File: src/rtl/mem_dot_product_reader.sv
// Weight-memory reader that accumulates a signed dot product of streamed samples
// against stored weights. Define MEM_DOT_RELU_EN to clamp negative results to zero.
module mem_dot_product_reader #(
  parameter int wordsize = 8,
  parameter int addrsize = 4,
  parameter int accsize  = 20
) (
  input  logic                       clk,
  input  logic                       rst,
  input  logic                       start,
  input  logic [addrsize:0]          length,
  input  logic signed [wordsize-1:0] x_data,
  input  logic                       x_valid,
  output logic                       x_ready,
  output logic [addrsize-1:0]        mem_addr,
  input  logic signed [wordsize-1:0] mem_readdata,
  output logic signed [accsize-1:0]  result,
  output logic                       result_valid,
  input  logic                       result_ready,
  output logic                       busy
);

  typedef enum logic [1:0] {IDLE, RUN, DONE} state_t;

  localparam logic [addrsize:0] idx_one = 1;

  state_t                       state;
  logic [addrsize:0]            idx;
  logic [addrsize:0]            len;
  logic [addrsize:0]            next_idx;
  logic signed [accsize-1:0]    acc;
  logic signed [2*wordsize-1:0] prod;
  logic                         beat;

  function automatic logic signed [accsize-1:0] widen(input logic signed [2*wordsize-1:0] p);
    widen = accsize'(p);
  endfunction

  function automatic logic signed [accsize-1:0] relu(input logic signed [accsize-1:0] a);
    relu = (a < 0) ? '0 : a;
  endfunction

  assign beat     = x_valid & x_ready;
  assign prod     = (2*wordsize)'(x_data) * (2*wordsize)'(mem_readdata);
  assign next_idx = idx + idx_one;

  // Control and accumulator: the count uses addrsize+1 bits so a full-length
  // vector ends on idx == 2**addrsize-1 without wrapping first.
  always_ff @(posedge clk or posedge rst) begin
    if (rst) begin
      state        <= IDLE;
      acc          <= '0;
      idx          <= '0;
      len          <= '0;
      x_ready      <= 1'b0;
      result_valid <= 1'b0;
      busy         <= 1'b0;
      mem_addr     <= '0;
    end else begin
      case (state)
        IDLE: begin
          if (start) begin
            acc      <= '0;
            idx      <= '0;
            len      <= length;
            mem_addr <= '0;
            busy     <= 1'b1;
            if (length != '0) begin
              state   <= RUN;
              x_ready <= 1'b1;
            end else begin
              state        <= DONE;
              result_valid <= 1'b1;
            end
          end
        end
        RUN: begin
          if (beat) begin
            acc <= acc + widen(prod);
            idx <= next_idx;
            if (idx == len - idx_one) begin
              state        <= DONE;
              x_ready      <= 1'b0;
              result_valid <= 1'b1;
            end else begin
              mem_addr <= next_idx[addrsize-1:0];
            end
          end
        end
        DONE: begin
          if (result_ready) begin
            state        <= IDLE;
            result_valid <= 1'b0;
            busy         <= 1'b0;
            mem_addr     <= '0;
          end
        end
        default: state <= IDLE;
      endcase
    end
  end

  // Result is a direct view of the final sum while DONE.
  always_comb begin
    result = '0;
    if (state == DONE) begin
`ifdef MEM_DOT_RELU_EN
      result = relu(acc);
`else
      result = acc;
`endif
    end
  end

endmodule
File: config.mk
export PLATFORM = sky130hd
export DESIGN_NAME = mem_dot_product_reader
export DESIGN_NICKNAME = d
export VERILOG_FILES = /design/src/rtl/mem_dot_product_reader.sv
export SDC_FILE = /design/constraint.sdc
export NUM_CORES = 1
export LEC_CHECK = 0
export BUFFER_PORTS_ARGS = -buffer_cell sky130_fd_sc_hd__clkbuf_2
export CAP_MARGIN = 20
export CORE_MARGIN = 5
export CORE_UTILIZATION = 65
export CTS_CLUSTER_SIZE = 8
export DETAILED_ROUTE_END_ITERATION = 10
export PLACE_DENSITY_LB_ADDON = 0.25
export SYNTH_ARGS = -nofsm -noshare
export SYNTH_HDL_FRONTEND = slang
export SYNTH_SLANG_ARGS = --single-unit
File: constraint.sdc
create_clock -name clk -period 9.9 [get_ports clk]
set_input_delay 0.495 -clock clk [delete_from_list [all_inputs] [get_ports clk]]
set_output_delay 0.495 -clock clk [all_outputs]
set_load 0.03 [all_outputs]
==> flow_summary_export.csv, run 1 <==
group,metric,value,unit
yosys,synth_seq_area_share,0.175,
finish,finish.net_count,791,
timing,layout_min_cycle_time,5.48,ns
yosys,register_bit_count_reported_by_yosys,39,
cts,worst_setup_hold_path_clk_slew,0.08,ns
grt,globalRouteMet1Util,0.319,
floorplanning,placement_rows,33,
status,status,"completed",
drt,vias_per_cell,5.57,
yosys,synth.top_cells.by_area,"sky130_fd_sc_hd__fa_1, sky130_fd_sc_hd__dfrtp_1, sky130_fd_sc_hd__ha_1",
floorplanning,floorplan.die_area,0.0105,mm2
grt,gr-usage-met2,0.456,
finish,final_layout_size_suffix_gt1_frac,0.124,
timing,grt_setup_unrepaired,"false",
yosys,postSynth.topFlopCell,"sky130_fd_sc_hd__dfrtp_1",
placed_design,place.port_buffers,52,
timing,max_slew_violation_count,0,
timing,setup-tns-final,0,ns
yosys,post_synth_num_cell_types,54,
finish,final_design_area_no_fill,0.00605,mm2
worst_setup_path,setup.worst_path.start_class,"primary input",
yosys,synth_top_area_frac,0.316,
cts,ctsLongestPathBuffers,2,
worst_setup_path,worstPathRequired,10.13,ns
finish,commonest_cells_after_routing_fill_and_taps_aside,"sky130_fd_sc_hd__inv_1, sky130_fd_sc_hd__fa_1, sky130_fd_sc_hd__clkbuf_2, sky130_fd_sc_hd__ha_1",
grt,number_of_antenna_violations_at_the_first_check_in_global_routing,0,
finish,utilization,0.729,
finish,final_common_cell,"sky130_fd_sc_hd__inv_1",
floorplanning,die_w,103,um
worst_setup_path,path_max_fanout,13,
floorplanning,die_boundary_height,103,um
grt,grt.total_usage,0.247,
cts,cts_setup_buffers,0,
yosys,netlist_instances,580,
finish,post_layout_nonfiller_instances,735,
drt,drt-initial-drc-count,158,
drt,post_drt_wl_per_cell,15.8,um
timing,max_clock_freq,183,MHz
drt,detail_route.drc_violations,0,
yosys,ys.warnings.count,0,
floorplanning,start_util,0.672,
timing,setup-violations-final,0,
cts,cts_tree,"built",
finish,area_delta_synth_final,8.48,%
floorplanning,core-area,0.00830,mm2
cts,cts_hold_repair.buffers,0,
drt,antenna_violating_nets_post_route,0,
timing,skew,0.00661,ns
timing,finalCritPeriodShare,0.553,
flow_run,maxCapViolCount,0,
floorplanning,floorplan.io_pins,53,
finish,antennaDiodeCount,0,
grt,top_usage_layer,"met2",
yosys,async_flop_share,1.00,
worst_setup_path,cp_slowest_cell,"sky130_fd_sc_hd__and2_1",
placed_design,routabilityCongestion,0.890,
yosys,synth.cell_area,0.00558,mm2
drt,detailed_routing_iterations_pass_1,5,
yosys,postSynthAreaPerCell,9.62,um2
cts,clock_latency_on_the_worst_skew_pair,0.30,ns
cts,number_of_resized_instances_in_the_post_cts_repair_step,0,
placed_design,count_of_placed_standard_cells_including_taps,727,
cts,clock-root-buffer,"sky130_fd_sc_hd__clkbuf_8",
worst_setup_path,cp_cell_sequence,"clkbuf_2 -> and2_1 -> inv_1 -> fa_1 -> inv_1 -> fa_1 -> fa_1 -> fa_1 -> fa_1 -> ha_1 -> o21ai_0 -> o21a_1 -> o21ai_0 -> a21oi_1 -> or4_1 -> nand3_1",
worst_setup_path,setup.worst_path.end_class,"register",
worst_setup_path,arrival,5.71,ns
timing,slew_headroom,0.280,
grt,grt_max_degree,40,
yosys,postSynthNetCount,742,
cts,clock_tree.htree_level_count,2,
drt,route.vias.total,4093,
grt,grt_overflow,0,
placed_design,dp_hpwl,9800,um
min_path,kind_of_path_behind_the_tightest_hold_check,"in2async",
yosys,edff_count_synth,0,
worst_setup_path,cpPeakStageDelay,0.72,ns
cts,clock_sink_count,39,
yosys,netlist.top_cell.by_area,"sky130_fd_sc_hd__fa_1",
grt,grt_util_met3,0.0271,
drt,detail_route.wirelength,11600,um
worst_setup_path,path_common_cell,"sky130_fd_sc_hd__fa_1",
worst_setup_path,worst-setup-path-type,"in2reg",
timing,pin_slew_with_the_least_headroom_to_its_limit,1.08,ns
cts,number_of_buffers_added_by_the_clock_tree_synthesis_step,5,
timing,hold_viol,0,
grt,first_global_vias,4496,
grt,global_route_wire_length_before_repair,20700,um
placed_design,post_dp_cell_area,0.00593,mm2
==> worst paths after layout <==
kind | startpoint | to | slack (ns) | cells after the start
max | mem_readdata[0] | acc[19] | 4.42 | 16
min | rst | acc[17] | 0.29 | 3
max reg2reg | acc[4] | acc[18] | 5.09 | 18
min reg2reg | acc[6] | acc[6] | 0.49 | 2
max in group asynchronous | rst | state[0] | 9.26 | 3
min in group clk | length[3] | len[3] | 0.44 | 2
==> registers in the layout, indices dropped and copies added, names as in the netlist <==
register,count
result_valid,1
x_ready,1
acc,20
mem_addr,4
state,2
len,5
busy,1
idx,5
==> area by class of cell <==
| type | instances | area (um2) |
|---|---|---|
| Multi-Input combinational cell | 423 | 4150 |
| Fill cell | 634 | 2250 |
| Sequential cell | 39 | 976 |
| Inverter | 107 | 402 |
| Timing Repair Buffer | 53 | 268 |
| Tap cell | 105 | 131 |
| Clock buffer | 6 | 82.6 |
| Clock inverter | 2 | 38.8 |
==> metrics by stage <==
step / hold WS, ns / setup slack [ns]
floorplan: 0.443 / 4.78
global placement: 0.461 / 4.27
detailed placement: 0.465 / 4.15
CTS: 0.302 / 4.41
global route: 0.339 / 4.00
finish: 0.290 / 4.42
==> critical path, delay by kind of cell <==
family / cells / cell delay, ns
AO/OA/AOI/OAI: 4 / 0.75
buffers and inverters: 3 / 0.39
AND/OR/NAND/NOR: 3 / 1.23
adder cells (fa/ha/maj): 6 / 2.84
==> cell usage after synthesis, types with 8 or more instances <==
cell,instances
sky130_fd_sc_hd__nand2_1,46
sky130_fd_sc_hd__fa_1,88
sky130_fd_sc_hd__ha_1,48
sky130_fd_sc_hd__inv_1,105
sky130_fd_sc_hd__o21a_1,8
sky130_fd_sc_hd__nand3_1,17
sky130_fd_sc_hd__nor2_1,25
sky130_fd_sc_hd__xnor2_1,13
sky130_fd_sc_hd__dfrtp_1,39
sky130_fd_sc_hd__o21ai_0,30
sky130_fd_sc_hd__and2_1,46
==> logic make-up after synthesis <==
group	after synthesis	synth area share
and+or+nand+nor	171	0.161
buffers and inverters	118	0.0805
xor gates and xnor gates	22	0.0384
adders and majority gates	136	0.424
AOI/OAI and AO/OA	85	0.102
muxes	9	0.0200
DFF	39	0.175
==> per-layer routing <==
| metal | part of all wire | vias to the layer above |
|---|---|---|
| met4 | 0.0094 | 0 |
| met2 | 0.53 | 85 |
| met1 | 0.42 | 2037 |
| li1 | - | 1960 |
| met5 | 0 | - |
| met3 | 0.038 | 11 |
Power of run 1 is not shown: default switching activity piles up to over one toggle a cycle in this logic, so the estimate is an artifact.
==> inputs of run 2 (changes only) <==
Settings changed: CORE_UTILIZATION 65 to 56.
Clock period 9.9 ns to 4.5 ns, I/O delays scaled along.
==> run 2 against run 1 <==
Against the previous run: the run now ends with negative setup slack left; sequential share of layout area is 1.9 points lower; via count rose by 7.5%; hold slack got worse by 0.28 ns; non-clock buffer count grew 75; register-to-register slack worse by 5.1 ns; routed wire length is 9.6% higher; setup slack lost 4.4 ns; cell count is 14% higher; global-route usage decreased by 1.8 points; flip-flop and latch count unchanged; count of clock-buffer cells in the layout down 1.
==> flow_summary_export.csv, run 2 (synthesis gave the netlist of run 1 again) <==
group,metric,value,unit
grt,grt_max_degree,40,
cts,clock_tree.htree_level_count,2,
timing,grt_setup_unrepaired,"true",
worst_setup_path,r2r-start,"acc[6]",
flow_run,maxCapViolCount,0,
cts,clock_latency_on_the_worst_skew_pair,0.30,ns
placed_design,place.port_buffers,52,
timing,setup-violations-final,1,
worst_setup_path,setup.worst_path.start_class,"register",
grt,global_route_wire_length_before_repair,22000,um
grt,grt.total_usage,0.229,
cts,clock_sink_count,39,
floorplanning,die_boundary_height,110,um
worst_setup_path,worstPathRequired,4.74,ns
floorplanning,core-area,0.00973,mm2
timing,skew,0.0171,ns
finish,post_layout_nonfiller_instances,838,
finish,final_layout_size_suffix_gt1_frac,0.262,
drt,detail_route.wirelength,12700,um
cts,number_of_buffers_added_by_the_clock_tree_synthesis_step,5,
finish,top_register,"acc",
worst_setup_path,crit_start,"acc[6]",
timing,setup-tns-final,-0.0183,ns
floorplanning,floorplan.io_pins,53,
timing,final.setup.worst_slack,-0.0183,ns
floorplanning,placement_rows,36,
drt,detail_route.drc_violations,0,
finish,antennaDiodeCount,0,
timing,hold_viol,0,
timing,slew_headroom,0.499,
finish,area_delta_synth_final,23.1,%
cts,cts_tree,"built",
timing,finalCritPeriodShare,1.00,
timing,pin_slew_with_the_least_headroom_to_its_limit,0.750,ns
cts,cts_hold_repair.buffers,0,
worst_setup_path,arrival,4.76,ns
grt,first_global_vias,4751,
grt,number_of_antenna_violations_at_the_first_check_in_global_routing,0,
timing,max_slew_violation_count,0,
finish,largest_reg_flops,20,
finish,commonest_cells_after_routing_fill_and_taps_aside,"sky130_fd_sc_hd__inv_1, sky130_fd_sc_hd__fa_1, sky130_fd_sc_hd__buf_4, sky130_fd_sc_hd__clkbuf_2, sky130_fd_sc_hd__nand2_1",
min_path,kind_of_path_behind_the_tightest_hold_check,"in2async",
cts,ctsLongestPathBuffers,2,
placed_design,place_ws,-0.313,ns
finish,final_common_cell,"sky130_fd_sc_hd__inv_1",
floorplanning,die_w,110,um
finish,finish.net_count,866,
floorplanning,start_util,0.573,
drt,route.vias.total,4399,
worst_setup_path,path_max_fanout,3,
status,status,"finished, violations left",
worst_setup_path,setup.worst_path.end_class,"register",
grt,grt_overflow,0,
timing,layout_min_cycle_time,4.52,ns
cts,worst_setup_hold_path_clk_slew,0.10,ns
placed_design,routabilityCongestion,0.848,
drt,detailed_routing_iterations_pass_1,4,
drt,vias_per_cell,5.25,
cts,clock-root-buffer,"sky130_fd_sc_hd__clkbuf_8",
drt,antenna_violating_nets_post_route,0,
finish,top_regs,"acc: 20 flops, idx: 5 flops, len: 5 flops",
drt,post_drt_wl_per_cell,15.2,um
floorplanning,floorplan.die_area,0.0121,mm2
placed_design,count_of_placed_standard_cells_including_taps,820,
placed_design,dp_hpwl,10300,um
drt,drt-initial-drc-count,200,
worst_setup_path,worst-setup-path-type,"reg2reg",
status,failed_checks,"negative setup slack",
finish,utilization,0.706,
timing,max_clock_freq,221,MHz
-- run 2: through the flow --
| stage | instance area, um2 | hold slack, ns |
|---|---|---|
| after floorplan | 5580 | 0.376 |
| after global placement | 6480 | 0.359 |
| after detailed placement | 6480 | 0.358 |
| after CTS | 6710 | 0.0337 |
| after global routing | 6870 | 0.0802 |
| final | 6870 | 0.0105 |
-- run 2: worst max-delay path, cell delays in order (launching register included) --
cell and delay [ns]:
sky130_fd_sc_hd__dfrtp_1 0.37, sky130_fd_sc_hd__inv_2 0.06, sky130_fd_sc_hd__fa_1 0.53, sky130_fd_sc_hd__inv_2 0.04
sky130_fd_sc_hd__fa_1 0.49, sky130_fd_sc_hd__inv_2 0.04, sky130_fd_sc_hd__fa_1 0.52, sky130_fd_sc_hd__inv_2 0.05
sky130_fd_sc_hd__fa_2 0.59, sky130_fd_sc_hd__ha_4 0.21, sky130_fd_sc_hd__ha_4 0.24, sky130_fd_sc_hd__nor2b_4 0.13
sky130_fd_sc_hd__o21a_1 0.19, sky130_fd_sc_hd__buf_6 0.12, sky130_fd_sc_hd__o21ai_4 0.17, sky130_fd_sc_hd__buf_6 0.14
sky130_fd_sc_hd__a211oi_2 0.07, sky130_fd_sc_hd__or4_1 0.41, sky130_fd_sc_hd__nand3_1 0.09
-- run 2: path summary, 6_finish.rpt --
check	end	slack, ns	depth (start not counted)
setup / recovery	acc[16]	-0.02	18
max in group asynchronous	len[3]	4.13	3
hold / removal	idx[0]	0.01	3
hold reg to reg	acc[3]	0.50	2
min in group clk	len[3]	0.17	2
setup reg to reg	acc[16]	-0.02	18
-- run 2: what timing repair did --
item / 4_1_cts / 5_1_grt
endpoints found under the setup margin: 9 / 12
pin swaps: 17 / 35
gates resized for setup: 15 / 32
buffers inserted: 5 / 6
-- run 2: per-layer routing --
| metal | global-route usage | wire length (um) |
|---|---|---|
| met1 | 0.306 | 5470 |
| met4 | 0.0427 | 70 |
| met2 | 0.409 | 6750 |
| met3 | 0.0200 | 441 |
| met5 | 0 | 0 |
-- run 2: area by class of cell --
| class | count | area (um2) |
|---|---|---|
| Tap cell | 133 | 166 |
| Fill cell | 741 | 2860 |
| Inverter | 107 | 402 |
| Timing Repair Buffer | 128 | 867 |
| Clock buffer | 5 | 68.8 |
| Sequential cell | 39 | 976 |
| Multi-Input combinational cell | 423 | 4340 |
| Clock inverter | 3 | 47.5 |
Power of run 2 is left out for the same reason.
==> inputs of run 3 (changes only) <==
Settings changed: ABC_AREA set to 1.
==> run 3 against run 2 <==
Against the previous run: the run now ends clean; final area is 3.3% lower; flip-flop and latch count unchanged; die area up 5.5%; synthesized cell count grew 37%; via count up 14%; critical endpoint is now acc[13]; largest cell class unchanged.
==> flow_summary_export.csv, run 3 <==
group,metric,value,unit
cts,cts_tree,"built",
grt,grt_max_degree,40,
finish,utilization,0.644,
grt,first_global_vias,5393,
finish,final_layout_size_suffix_gt1_frac,0.123,
floorplanning,die_w,113,um
drt,detail_route.wirelength,13600,um
worst_setup_path,worst-setup-path-type,"in2reg",
floorplanning,placement_rows,37,
worst_setup_path,setup.worst_path.start_class,"primary input",
yosys,ys.warnings.count,0,
yosys,synth_seq_area_share,0.165,
placed_design,routabilityCongestion,0.893,
cts,cts_setup_buffers,0,
placed_design,place.port_buffers,52,
placed_design,dp_hpwl,11800,um
yosys,synth_commonest_cells,"sky130_fd_sc_hd__nand2_1, sky130_fd_sc_hd__inv_1, sky130_fd_sc_hd__fa_1",
grt,grt.total_usage,0.230,
timing,final.setup.worst_slack,0.205,ns
grt,global_route_wire_length_before_repair,24200,um
finish,finish.net_count,1021,
worst_setup_path,worstPathRequired,4.72,ns
yosys,async_flop_share,1.00,
placed_design,place_ws,-0.181,ns
finish,post_layout_nonfiller_instances,996,
floorplanning,die_boundary_height,113,um
finish,largest_reg_flops,20,
timing,pin_slew_with_the_least_headroom_to_its_limit,0.857,ns
status,status,"completed",
timing,setup-tns-final,0,ns
finish,antennaDiodeCount,0,
floorplanning,floorplan.die_area,0.0127,mm2
worst_setup_path,setup.worst_path.end_class,"register",
drt,route.vias.total,5014,
finish,top_register,"acc",
timing,setup-violations-final,0,
grt,gr-usage-met2,0.418,
yosys,netlist_instances,793,
drt,post_drt_wl_per_cell,13.7,um
yosys,postSynth.topFlopCell,"sky130_fd_sc_hd__dfrtp_1",
timing,finalCritPeriodShare,0.954,
finish,commonest_cells_after_routing_fill_and_taps_aside,"sky130_fd_sc_hd__nand2_1, sky130_fd_sc_hd__inv_1, sky130_fd_sc_hd__fa_1, sky130_fd_sc_hd__nor2_1, sky130_fd_sc_hd__clkbuf_2",
drt,detailed_routing_iterations_pass_1,7,
finish,area_delta_synth_final,12.3,%
timing,skew,0.00792,ns
yosys,post_synth_num_cell_types,34,
timing,layout_min_cycle_time,4.29,ns
cts,clock-root-buffer,"sky130_fd_sc_hd__clkbuf_8",
worst_setup_path,arrival,4.51,ns
cts,clock_latency_on_the_worst_skew_pair,0.29,ns
yosys,postSynthAreaPerCell,7.46,um2
floorplanning,core-area,0.0103,mm2
cts,clock_sink_count,39,
yosys,postSynthNetCount,955,
timing,hold_viol,0,
finish,fill_cells,903,
timing,slew_headroom,0.428,
timing,max_slew_violation_count,0,
yosys,netlist.top_cell.by_area,"sky130_fd_sc_hd__fa_1",
worst_setup_path,rr_worst_depth,19,
flow_run,maxCapViolCount,0,
min_path,kind_of_path_behind_the_tightest_hold_check,"in2async",
drt,antenna_violating_nets_post_route,0,
floorplanning,start_util,0.573,
placed_design,count_of_placed_standard_cells_including_taps,988,
drt,vias_per_cell,5.03,
floorplanning,floorplan.io_pins,53,
cts,ctsLongestPathBuffers,2,
yosys,synth_top_area_frac,0.298,
grt,grt_overflow,0,
finish,final_common_cell,"sky130_fd_sc_hd__nand2_1",
timing,max_clock_freq,233,MHz
cts,number_of_buffers_added_by_the_clock_tree_synthesis_step,5,
cts,clock_tree.htree_level_count,2,
cts,worst_setup_hold_path_clk_slew,0.08,ns
grt,number_of_antenna_violations_at_the_first_check_in_global_routing,0,
finish,top_regs,"acc: 20 flops, idx: 5 flops, len: 5 flops",
yosys,synth.top_cells.by_area,"sky130_fd_sc_hd__fa_1, sky130_fd_sc_hd__dfrtp_1, sky130_fd_sc_hd__nand2_1",
worst_setup_path,path_max_fanout,5,
grt,globalRouteMet1Util,0.291,
grt,grt_util_met3,0.0225,
yosys,synth.cell_area,0.00592,mm2
yosys,register_bit_count_reported_by_yosys,39,
drt,drt-initial-drc-count,290,
grt,top_usage_layer,"met2",
yosys,post-synth-top-count-cell,"sky130_fd_sc_hd__nand2_1",
yosys,edff_count_synth,0,
drt,detail_route.drc_violations,0,
-- run 3: final cells by class --
type | count | area [um2] | share of cell area
clock buffers | 6 | 72.6 | 0.0109
clock inverters | 2 | 60.1 | 0.00904
inverters | 206 | 778 | 0.117
multi-input cells | 526 | 4080 | 0.615
flip-flops and latches | 39 | 976 | 0.147
well taps | 136 | 170 | 0.0256
repair buffers | 81 | 503 | 0.0757
-- run 3: logic make-up (layout without fill, tap and decap cells) --
group	after synthesis	after routing	share of synthesized area
AND/OR/NAND/NOR	315	315	0.216
buffers and inverters	228	295	0.149
AO/OA/AOI/OAI	73	73	0.0677
adder cells (fa/ha/maj)	136	136	0.399
XOR/XNOR	2	2	0.00296
flip-flops	39	39	0.165
-- run 3: final timing paths --
check	slack (ns)	startpoint	to
worst min register to register	0.50	mem_addr[1]	mem_addr[1]
max in group asynchronous	4.12	rst	acc[18]
worst max-delay path	0.21	mem_readdata[7]	acc[13]
min in group clk	0.14	result_ready	state[1]
worst min-delay path	0.03	rst	len[0]
worst max register to register	0.22	acc[6]	acc[13]
-- run 3: layer usage --
metal | wire, um | vias to the layer above
met3 | 470 | 24
met1 | 5750 | 2403
li1 | - | 2479
met4 | 327 | 0
met5 | 0 | -
met2 | 7100 | 108
-- run 3: per-stage QoR --
step	hold WS, ns	instance area [um2]
after floorplan	0.334	5920
after global placement	0.360	6480
after detailed placement	0.370	6480
after CTS	0.0506	6620
after global routing	0.0920	6640
final	0.0318	6640
-- run 3: worst max-delay path, stage by stage --
cell and delay [ns]:
sky130_fd_sc_hd__clkbuf_2 0.08, sky130_fd_sc_hd__clkinv_1 0.08, sky130_fd_sc_hd__or2_2 0.30, sky130_fd_sc_hd__fa_1 0.52, sky130_fd_sc_hd__fa_1 0.55, sky130_fd_sc_hd__inv_1 0.06, sky130_fd_sc_hd__fa_1 0.51, sky130_fd_sc_hd__fa_1 0.53
sky130_fd_sc_hd__fa_1 0.42, sky130_fd_sc_hd__ha_1 0.35, sky130_fd_sc_hd__nand2_1 0.09, sky130_fd_sc_hd__nand2_1 0.08, sky130_fd_sc_hd__a21oi_1 0.16, sky130_fd_sc_hd__nand2_2 0.13, sky130_fd_sc_hd__nand2_1 0.09, sky130_fd_sc_hd__nand3_1 0.09
sky130_fd_sc_hd__nand2_1 0.09, sky130_fd_sc_hd__nand2_1 0.05, sky130_fd_sc_hd__o21ai_1 0.12
-- run 3: timing repair --
action                     CTS  global route
resized for setup            0             8
hold endpoints to repair     0             0
setup endpoints to repair    0             9
hold buffers                 0             0
Power of run 3 is left out for the same reason.
